$ cat src/rtl/alu_pkg.sv
// alu_pkg: opcode constants and condition-flag bit positions shared by the ALU
package alu_pkg;

    localparam logic [1:0] ALU_ADD = 2'b00;
    localparam logic [1:0] ALU_SUB = 2'b01;
    localparam logic [1:0] ALU_AND = 2'b10;
    localparam logic [1:0] ALU_XOR = 2'b11;

    localparam int ZF_BIT = 0;
    localparam int SF_BIT = 1;
    localparam int OF_BIT = 2;

endpackage

$ cat src/rtl/alu_addsub.sv
// alu_addsub: WIDTH-bit adder/subtractor returning the sum and signed overflow
module alu_addsub #(
    parameter int WIDTH = 64
) (
    input  logic [WIDTH-1:0] a,
    input  logic [WIDTH-1:0] b,
    input  logic             sub,
    output logic [WIDTH-1:0] sum,
    output logic             ovf
);

    logic [WIDTH-1:0] bx;

    // subtraction as a + ~b + 1; overflow when both addends agree in sign but the sum does not
    always_comb begin
        bx  = sub ? ~b : b;
        sum = a + bx + WIDTH'(sub);
        ovf = (a[WIDTH-1] == bx[WIDTH-1]) && (sum[WIDTH-1] != a[WIDTH-1]);
    end

endmodule

$ cat src/rtl/alu.sv
// alu: registered ADD/SUB/AND/XOR with zero, sign and overflow flags
module alu
    import alu_pkg::*;
#(
    parameter int WIDTH = 64
) (
    input  logic             clk,
    input  logic             rst_n,
    input  logic [WIDTH-1:0] a,
    input  logic [WIDTH-1:0] b,
    input  logic [1:0]       control,
    output logic [WIDTH-1:0] out,
    output logic [2:0]       cf
);

    logic [WIDTH-1:0] sum;
    logic             ovf;
    logic [WIDTH-1:0] res;
    logic [2:0]       flags;

    alu_addsub #(.WIDTH(WIDTH)) u_addsub (
        .a   (a),
        .b   (b),
        .sub (control == ALU_SUB),
        .sum (sum),
        .ovf (ovf)
    );

    // result select and flags; overflow only has meaning for the arithmetic ops
    always_comb begin
        res = control == ALU_AND ? a & b :
              control == ALU_XOR ? a ^ b : sum;
        flags         = '0;
        flags[ZF_BIT] = res == '0;
        flags[SF_BIT] = res[WIDTH-1];
        flags[OF_BIT] = control[1] ? 1'b0 : ovf;
    end

    // result and flags captured together so they always describe the same operation
    always_ff @(posedge clk or negedge rst_n) begin
        if (!rst_n) begin
            out <= '0;
            cf  <= '0;
        end else begin
            out <= res;
            cf  <= flags;
        end
    end

endmodule

$ cat config.mk
export PLATFORM = sky130hd
export DESIGN_NAME = alu
export DESIGN_NICKNAME = d
export VERILOG_FILES = /design/src/rtl/alu_pkg.sv /design/src/rtl/alu_addsub.sv /design/src/rtl/alu.sv
export SDC_FILE = /design/constraint.sdc
export NUM_CORES = 1
export LEC_CHECK = 0
export BUFFER_PORTS_ARGS = -buffer_cell sky130_fd_sc_hd__buf_2
export CORE_MARGIN = 4
export CORE_UTILIZATION = 30
export CTS_BUF_LIST = sky130_fd_sc_hd__clkbuf_8
export CTS_CLUSTER_SIZE = 16
export DETAILED_ROUTE_END_ITERATION = 6
export MAX_ROUTING_LAYER = met4
export PLACE_DENSITY_LB_ADDON = 0.05
export SLEW_MARGIN = 10
export SYNTH_ARGS = -nofsm -noshare
export SYNTH_HDL_FRONTEND = slang
export SYNTH_SLANG_ARGS = --single-unit
export TNS_END_PERCENT = 30
$ cat constraint.sdc
create_clock -name clk -period 0.8 [get_ports clk]
set_input_delay 0.08 -clock clk [delete_from_list [all_inputs] [get_ports clk]]
set_output_delay 0.08 -clock clk [all_outputs]
set_load 0.02 [all_outputs]
==> results.md <==
- Sequential cell area: between 1500 and 2000 um^2
- Largest net degree at the start of global routing: between 60 and 70
- Finish-stage setup viols: 132
- Vias: slightly above 10k
- Die area: ~32000 um^2
- Inserted Diodes: 0
- Vias in the first global route: ~10k
- Worst path top cell family by delay: simple AND/OR/NAND/NOR gates
- Initial cell density of the core: 0.304
- CP Buf/Inv Count: 6
- HPWL Detailed: 29600 um
- Total gr overflow: 0
- Max-cap violations: 0
- Avg Synthesized Cell Area: roughly 8.3 um^2
- Antenna violations before repair: 1
- Multi-input logic area: roughly 7900 um^2
- WP depth: 21
- Status: finished, violations left
- Routed WL per cell: 17.6 um
- Layout cells sized above 1: 0.531
- CP max stage delay: ~0.5 ns
- IO Port Bufs: around 200
- Worst slack, placed: -3.79 ns
- Area Growth Syn to Fin: 78.5%
- Synthesized Nets: approximately 1.3k
- Post-layout util: 0.542
- Leakage: approximately 0.0075 uW
- Required @ worst endpoint: between 1 and 1.5 ns
- Final WL: about 37000 um
- Synthesized area: 8690 um^2
- Primary FF master, synth: dfrtp_1
- Synth Instances: around 1.0k
- CP endpoint kind: flip-flop
- Post-route minimum period: around 4 ns
- Routed Antenna Nets: 0
- DR pass1 iterations: 5
- Sink Count: 66
- Pwr per Cell Area: between 1500 and 2000 nW/um^2
- Worst-path fanout max: 6
- RSZ-0062 raised after global routing: yes
- Slew @ Worst Pin: 0.722 ns
- Final Slew Violations: 0
- Sequential area share after synthesis: 0.190
- I/O pin count: about 200
- Core box area: approximately 29000 um^2
- Violated checks: negative setup slack
- # rows: 62
- Critical path class: in -> reg
- Remaining DRCs: 0
- Root buf cell: clkbuf_8
- Synth unique cells: between 70 and 80
- Tcrit/Tclk final: 4.95
- Critical Path Slowest Stage Cell: or4_4
- Crit path DAT: 4.26 ns
- TritonCTS clock tree: yes
- Die width: 178 um
- Vias per cell: 4.90
- Slew headroom: 0.519
- Async SR Flop Fraction: 1.00
- H-tree depth: 3
- CTS clk-pin slew, worst paths: 0.08 ns
- Fmax achieved: 0.253 GHz
- Pwr Total: 24000 uW
- First-pass GRT wire length: approximately 56000 um
- Routability Congestion: approximately 0.90
- Worst setup SP type: input pin
- YS warnings: 0
- Clock tree buffer depth: 2
- Final #Nets: 1981
- Hold Vio Cnt, Final: 0
- Count of state elements after synthesis: between 60 and 70
- Final Worst Setup Slack: -3.16 ns
- Total GRT Usage: 0.231
- Initial drt markers: ~470
- Hold Path Class: in -> async
- Chip height: 178 um
- Fillcell total: approximately 2.7k
- Max VDD drop: 938 uV
- Post-synth EDFFs: 0
- Number of buffers created by CTS: 9
- CP cell instances: buf_8 > clkinv_8 > nand2_8 > buf_16 > buf_8 > xnor2_2 > ha_1 > nand4_1 > nor4_4 > buf_4 > nand2_4 > o221ai_4 > o21ai_4 > o41ai_4 > buf_4 > xnor2_2 > o21ai_2 > or4_4 > nor4_4 > and4_1 > and4_1
==> metal layers <==
layer  vias up  part of all wire  track usage
met5         -                 0            -
met4         0             0.012       0.0435
met3        25             0.032       0.0206
met2       204              0.49        0.398
met1      4870              0.46        0.300
li1       5208                 -            -
==> layout by cell type (no fill, tap or decap), types with 16 or more instances in the layout <==
cell	Yosys	final
a21oi_2	3	30
ha_1	133	125
buf_6	3	75
nor2_1	74	62
o211ai_1	28	28
o21ai_0	72	38
buf_2	3	181
o21ai_1	6	20
mux2i_1	21	20
nand2_1	96	87
dfrtp_1	66	66
a21oi_1	94	60
o21ai_2	3	16
xnor2_2	0	16
nand4_1	22	22
a21o_1	24	24
nand2b_1	26	24
xor2_1	25	25
mux2_2	17	17
buf_4	3	439
xnor2_1	89	68
==> flip-flops by register name, indices dropped and copies added (netlist names) <==
name / cells
cf: 3
out: 63
==> cells by family (layout without fill, tap and decap cells) <==
logic type,after synthesis,after routing,synth area share
flops,66,66,0.190
fa+ha+maj,134,134,0.194
buf+inv,66,738,0.0363
xor+xnor,114,114,0.115
mux,38,38,0.0462
compound gates,325,325,0.248
simple gates,304,305,0.171
==> what timing repair did <==
| item | in CTS | in global routing |
|---|---|---|
| buffers inserted | 50 | 29 |
| setup endpoints to repair | 133 | 133 |
| hold endpoints to repair | 66 | 0 |
| pin swaps | 46 | 46 |
| gates cloned | 0 | 4 |
| resized for setup | 170 | 163 |
| hold buffers | 1 | 0 |
==> power by group <==
group	switching (uW)	leakage, uW	internal, uW
clock network	1680	0.0000962	1460
logic	8160	0.00664	8460
registers	218	0.000791	3970
==> layout make-up <==
| type | instances | share of cell area |
|---|---|---|
| flip-flops and latches | 66 | 0.106 |
| multi-input cells | 916 | 0.507 |
| well taps | 384 | 0.0310 |
| clock inverters | 7 | 0.00492 |
| inverters | 17 | 0.00492 |
| clock buffers | 9 | 0.00799 |
| repair buffers | 705 | 0.338 |
==> synthesized netlist by cell type (4+ instances only) <==
library cell,count,share of area
a211o_1,5,0.0050
a211oi_1,12,0.010
a21o_1,24,0.021
a21oi_1,94,0.054
a221oi_1,6,0.0060
and2_1,6,0.0043
and3_1,4,0.0029
buf_1,11,0.0048
clkbuf_1,26,0.011
dfrtp_1,66,0.19
ha_1,133,0.19
inv_1,16,0.0069
mux2_2,17,0.022
mux2i_1,21,0.024
nand2_1,96,0.041
nand2b_1,26,0.019
nand3_1,13,0.0075
nand4_1,22,0.016
nor2_1,74,0.032
nor2b_1,11,0.0079
nor3_1,15,0.0086
nor4_1,11,0.0079
o211ai_1,28,0.024
o21a_1,12,0.010
o21ai_0,72,0.041
o21ai_1,6,0.0035
o21bai_1,12,0.010
o31ai_1,10,0.0086
or3_1,7,0.0050
xnor2_1,89,0.090
xor2_1,25,0.025
==> per-stage QoR <==
| stage | instances | TNS [ns] | hold slack, ns | area [um^2] |
|---|---|---|---|---|
| after floorplan | 1047 | -149.36 | -0.216 | 8830 |
| after global placement | 2008 | -156.85 | -0.0218 | 13200 |
| after detailed placement | 2008 | -156.11 | -0.0272 | 13200 |
| after CTS | 2073 | -132.84 | 0.111 | 14500 |
| after global routing | 2104 | -146.61 | 0.134 | 15500 |
| final | 2104 | -137.05 | 0.134 | 15500 |
==> path summary, 6_finish.rpt <==
| kind | slack [ns] | end | from |
|---|---|---|---|
| setup / recovery | -3.16 | cf[0] | control[1] |
| max in group asynchronous | 0.15 | out[37] | rst_n |
| min in group clk | 0.16 | cf[2] | a[63] |
| hold / removal | 0.13 | out[0] | rst_n |
Power figures use the tool's default switching activity.
